[config.mk]
export PLATFORM = sky130hd
export DESIGN_NAME = timer_device
export DESIGN_NICKNAME = d
export VERILOG_FILES = /design/src/rtl/timer_device_pkg.sv /design/src/rtl/timer_prescaler.sv /design/src/rtl/timer_device.sv
export SDC_FILE = /design/constraint.sdc
export NUM_CORES = 1
export LEC_CHECK = 0
export CAP_MARGIN = 20
export CORE_ASPECT_RATIO = 1.1
export CORE_MARGIN = 4
export CORE_UTILIZATION = 30
export DETAILED_ROUTE_END_ITERATION = 12
export HOLD_SLACK_MARGIN = 0.1
export PLACE_DENSITY = 0.46
export SETUP_SLACK_MARGIN = 0.2
export SYNTH_ARGS = -nofsm -noshare
export SYNTH_HDL_FRONTEND = slang
export SYNTH_SLANG_ARGS = --single-unit
[constraint.sdc]
create_clock -name clk -period 5.45 [get_ports clk]
set_input_delay 1.3625 -clock clk [delete_from_list [all_inputs] [get_ports clk]]
set_output_delay 1.3625 -clock clk [all_outputs]
set_load 0.01 [all_outputs]
[src/rtl/timer_device_pkg.sv]
// Shared encodings for the memory-mapped countdown timer: FSM states,
// register indices and CTRL bit positions.
package timer_device_pkg;

    typedef enum logic [1:0] {
        timerIDLE = 2'd0,
        timerLOAD = 2'd1,
        timerCNT  = 2'd2,
        timerINT  = 2'd3
    } timerState;

    localparam logic [1:0] timerCTRL   = 2'd0;
    localparam logic [1:0] timerPRESET = 2'd1;
    localparam logic [1:0] timerCOUNT  = 2'd2;

    localparam int ctrlEnableBit = 0;
    localparam int ctrlModeLo    = 1;
    localparam int ctrlModeHi    = 2;
    localparam int ctrlImBit     = 3;

    // Mode 1 auto-reloads; every other mode value is one-shot.
    localparam logic [1:0] modeAutoReload = 2'd1;

    localparam int prescalerWidth = 16;

endpackage

[src/rtl/timer_prescaler.sv]
// Free-running divider: tick is high for one cycle every PRESCALE+1 cycles,
// with the phase restarted by clear.
module timer_prescaler
    import timer_device_pkg::*;
#(
    parameter int unsigned PRESCALE = 0
) (
    input  logic clk,
    input  logic reset,
    input  logic clear,
    output logic tick
);

    localparam logic [prescalerWidth-1:0] limit = prescalerWidth'(PRESCALE);

    logic [prescalerWidth-1:0] divCount;

    assign tick = (divCount == limit);

    // NOTE: sequential state is assigned with <= so every register samples
    // the pre-edge values of its neighbours, independent of statement order.
    always_ff @(posedge clk) begin
        if (!reset) begin
            divCount <= '0;
        end else if (clear || tick) begin
            divCount <= '0;
        end else begin
            divCount <= divCount + 1'b1;
        end
    end

endmodule

[src/rtl/timer_device.sv]
// Programmable countdown timer on a word-addressed bus window; raises irq
// (one-shot sticky or auto-reload pulse) towards the CP0 interrupt inputs.
module timer_device
    import timer_device_pkg::*;
#(
    parameter int unsigned PRESCALE = 0
) (
    input  logic        clk,
    input  logic        reset,
    input  logic [1:0]  addr,
    input  logic        writeEnable,
    input  logic [31:0] writeData,
    output logic [31:0] readData,
    output logic        irq
);

    timerState   state;
    timerState   nextState;
    logic        ctrlEnable;
    logic [1:0]  ctrlMode;
    logic        ctrlIm;
    logic [31:0] preset;
    logic [31:0] count;
    logic [31:0] countNext;
    logic        irqFlag;
    logic        flagSet;
    logic        enableClear;
    logic        loadPrescaler;
    logic        tick;
    logic        writeCtrl;
    logic        writePreset;

    assign writeCtrl   = writeEnable && (addr == timerCTRL);
    assign writePreset = writeEnable && (addr == timerPRESET);

    timer_prescaler #(
        .PRESCALE(PRESCALE)
    ) prescaler (
        .clk  (clk),
        .reset(reset),
        .clear(loadPrescaler),
        .tick (tick)
    );

    // NOTE: every output of this block gets a default first, so no path
    // through the case leaves a signal unassigned and no latch is inferred.
    always_comb begin
        nextState     = state;
        countNext     = count;
        loadPrescaler = 1'b0;
        enableClear   = 1'b0;
        flagSet       = 1'b0;
        case (state)
            timerIDLE: begin
                if (ctrlEnable) nextState = timerLOAD;
            end
            timerLOAD: begin
                countNext     = preset;
                loadPrescaler = 1'b1;
                nextState     = timerCNT;
            end
            timerCNT: begin
                if (!ctrlEnable) begin
                    nextState = timerIDLE;
                end else if (tick) begin
                    // A preset of 0 expires on the first tick, like a preset of 1.
                    if (count <= 32'd1) begin
                        countNext = '0;
                        nextState = timerINT;
                        flagSet   = (ctrlMode != modeAutoReload);
                    end else begin
                        countNext = count - 32'd1;
                    end
                end
            end
            timerINT: begin
                if (ctrlMode == modeAutoReload) begin
                    nextState = ctrlEnable ? timerLOAD : timerIDLE;
                end else begin
                    enableClear = 1'b1;
                    nextState   = timerIDLE;
                end
            end
            default: nextState = timerIDLE;
        endcase
    end

    always_ff @(posedge clk) begin
        if (!reset) begin
            state      <= timerIDLE;
            count      <= '0;
            preset     <= '0;
            ctrlEnable <= 1'b0;
            ctrlMode   <= 2'd0;
            ctrlIm     <= 1'b0;
            irqFlag    <= 1'b0;
        end else begin
            state <= nextState;
            count <= countNext;
            // A CPU write to CTRL outranks the one-shot hardware Enable clear.
            if (writeCtrl) begin
                ctrlEnable <= writeData[ctrlEnableBit];
                ctrlMode   <= writeData[ctrlModeHi:ctrlModeLo];
                ctrlIm     <= writeData[ctrlImBit];
            end else if (enableClear) begin
                ctrlEnable <= 1'b0;
            end
            if (writePreset) preset <= writeData;
            if (flagSet) begin
                irqFlag <= 1'b1;
            end else if (writeCtrl || writePreset) begin
                irqFlag <= 1'b0;
            end
        end
    end

    always_comb begin
        readData = '0;
        case (addr)
            timerCTRL: begin
                readData[ctrlEnableBit]         = ctrlEnable;
                readData[ctrlModeHi:ctrlModeLo] = ctrlMode;
                readData[ctrlImBit]             = ctrlIm;
            end
            timerPRESET: readData = preset;
            timerCOUNT:  readData = count;
            default:     readData = '0;
        endcase
    end

    assign irq = ctrlIm & (irqFlag | ((state == timerINT) && (ctrlMode == modeAutoReload)));

endmodule
==> impl_metrics.ini <==
[finish]
syn_to_final_growth_pct = 23.2
diodes = 0
drive_above_1_share = 0.0542
nFillCells = 1684
nets = 723

[logic_synthesis]
post_synth_num_cell_types = 53
async_flop_share = 0
syn_inst = 635
ys_warn_count = 0
synth-edff-count = 0
synthFlopType = dfxtp_1
syn_nets = 680
synth_area_per_cell_um2 = 7.75
syn_area_mm2 = 0.00492
ys_ff_latch = 87
yosysSeqAreaShare = 0.354

[global_route]
grt_first_pass_wirelength_um = 26500
gr-total-overflow = 0
track_usage = 0.180
antenna_found_initial = 0
grt_max_degree = 44
grt_pass1_vias = 4943

[power]
p_per_area_mw_per_mm2 = 240
finalPower_uw = 1450
ir_drop_mv = 0.145
p_leak_uw = 0.00207

[setup_path]
crit_type = input pin to output port
critPathRequiredTime_ns = 4.09
path_buf_inv = 4
cp.arrival_ns = 3.32
slowest_delay_ns = 0.51
startpoint_type = input pin
crit_family = buffers and inverters
path_cells = clkdlybuf4s50_1 > inv_1 > ha_1 > buf_4 > a222oi_1 > nor2_1 > clkdlybuf4s50_1
crit_top_cell = clkdlybuf4s50_1
critPathSlowestCell = clkdlybuf4s50_1
cp-end-kind = output port
path_max_fanout = 32

[clock_network]
cts_resized = 0
clk_root_buffer_cell = clkbuf_16
ctsHoldBuffers = 0
cts_htree_levels = 3
cts_num_sinks = 87
cts_setup_buffers = 0
cts_tree = done
cts_buffers = 9
insertion_delay_ns = 0.35
clk_pin_slew_ns = 0.07
clock_path_buffers = 2

[status]
status = finished clean

[placed_design]
portBuffers = 69
globalplace.congestion = 0.837
dp_hpwl_um = 11100

[routing]
drtIter0Drc = 400
vias = 4995
drt_wl_total_um = 16300
ant_nets = 0
wl_per_cell_um = 18.5
drc = 0
drtPass1Iterations = 5
vias_per_cell = 5.66

[die]
dieWidth_um = 130
dieArea_mm2 = 0.0185
core_mm2 = 0.0159
die_y_um = 142
ios = 70
initial_utilization = 0.309
num_rows = 48

[sta]
rsz0062_at_grt = no
slew_headroom = 0.388
fin_skew_ns = 0.00995
hold_violations = 0
fin_crit_ns = 4.68
tightest_slew_ns = 0.919
finalCritPeriodShare = 0.859
finalMaxSlewViolations = 0
setup-violations-final = 0
max_freq_mhz = 214
fin_tns_setup_ns = 0

[worst_hold_path]
min_path_type = register to register

[job]
cap_violations = 0
layout by cell type (no fill, tap or decap), types with 10 or more instances in the layout:
| cell type | count |
|---|---|
| clkdlybuf4s50_1 | 68 |
| a22oi_1 | 33 |
| o22ai_1 | 16 |
| inv_1 | 10 |
| nor2_1 | 43 |
| or4_1 | 12 |
| o21ai_0 | 20 |
| dfxtp_1 | 87 |
| a21oi_1 | 19 |
| a21boi_0 | 38 |
| nor3_1 | 14 |
| nor2b_1 | 33 |
| nor4_1 | 14 |
| nand2_1 | 116 |
| nand3_1 | 18 |
| a32o_1 | 12 |
| buf_4 | 10 |
worst reg2reg max path, cell delays in order, from the launching register on:
cell     delay (ns)
dfxtp_1        0.39
or4_4          0.62
nor3_4         0.61
nand3_1        0.66
a32o_1         0.43
a32o_1         0.20
power by group:
group	total (uW)	internal, uW	leakage, uW	switching [uW]
Sequential	655	645	0.000703	9.97
Clock	653	373	0.000147	280
Combinational	145	63.5	0.00122	82.0
Total	1450	1080	0.00207	372
worst paths after layout:
kind         startpoint          end  slack, ns  cells past startpoint
min reg2reg     irqFlag      irqFlag       0.46                      2
min             irqFlag      irqFlag       0.46                      2
max             addr[0]  readData[2]       0.77                      7
max reg2reg    count[6]    count[22]       2.43                      5
cell type report:
type	instances	area [um2]	area share
well taps	200	250	0.0413
repair buffers	79	761	0.125
clock buffers	11	243	0.0400
multi-input cells	491	2970	0.489
inverters	10	37.5	0.00619
flip-flops and latches	87	1740	0.287
clock inverters	5	63.8	0.0105
synthesized netlist by cell type (all sizes together), types with 2 or more instances:
cell	number	area [um2]
inv	10	37.5
o21a	2	15.0
nand2b	2	12.5
o21ai	21	105
xnor2	5	43.8
a32o	12	120
clkbuf	42	158
a31o	2	17.5
or2	3	18.8
nor4	16	121
and4	3	26.3
or3	7	43.8
buf	5	25.0
nor2b	33	206
o22ai	16	100
dfxtp	87	1740
a21boi	39	293
o211ai	4	30.0
or4	14	113
a31oi	5	31.3
and3	6	37.5
ha	8	100
and2	6	37.5
a21oi	19	95.1
nand4	8	50.1
a32oi	6	52.6
a2bb2oi	3	26.3
a222oi	4	40.0
a22o	2	17.5
nand2	116	435
xor2	7	61.3
nor2	43	161
a22oi	33	248
o31a	2	17.5
nand3	18	90.1
nor3	15	86.3
metal layers:
layer | track usage | routed length (um) | up-vias
met5 | 0 | 0 | -
met4 | 0.0689 | 289 | 0
met3 | 0.0263 | 808 | 16
met2 | 0.299 | 7830 | 148
met1 | 0.234 | 7400 | 2416
li1 | - | - | 2415
cells by family (layout without fill, tap and decap cells):
kind of cell / after synthesis / after routing / share of synthesized area
buf+inv: 57 / 105 / 0.0447
xor+xnor: 12 / 12 / 0.0213
compound gates: 179 / 179 / 0.264
flops: 87 / 87 / 0.354
fa+ha+maj: 8 / 8 / 0.0203
mux: 1 / 1 / 0.00203
simple gates: 291 / 291 / 0.294
sequential cells by signal, summed over array words and instances, names as in the netlist:
register / cells
state: 2
preset: 32
ctrlIm: 1
irqFlag: 1
prescaler.divCount: 16
count: 32
ctrlMode: 2
ctrlEnable: 1
stage by stage:
| stage | util | hold slack, ns | std cells | instance area (um2) | setup WS [ns] |
|---|---|---|---|---|---|
| 4_1_cts | 0.381 | 0.461 | 883 | 6060 | 0.741 |
| 5_1_grt | 0.381 | 0.489 | 883 | 6060 | 0.656 |
| 6_report | 0.381 | 0.463 | 883 | 6060 | 0.769 |
| 3_3_place_gp | 0.362 | 0.443 | 867 | 5760 | 0.774 |
| 3_5_place_dp | 0.362 | 0.452 | 867 | 5760 | 0.746 |
| 2_1_floorplan | - | 0.430 | 635 | 4920 | 1.75 |
Note: power is estimated with default switching activity, not from simulation.
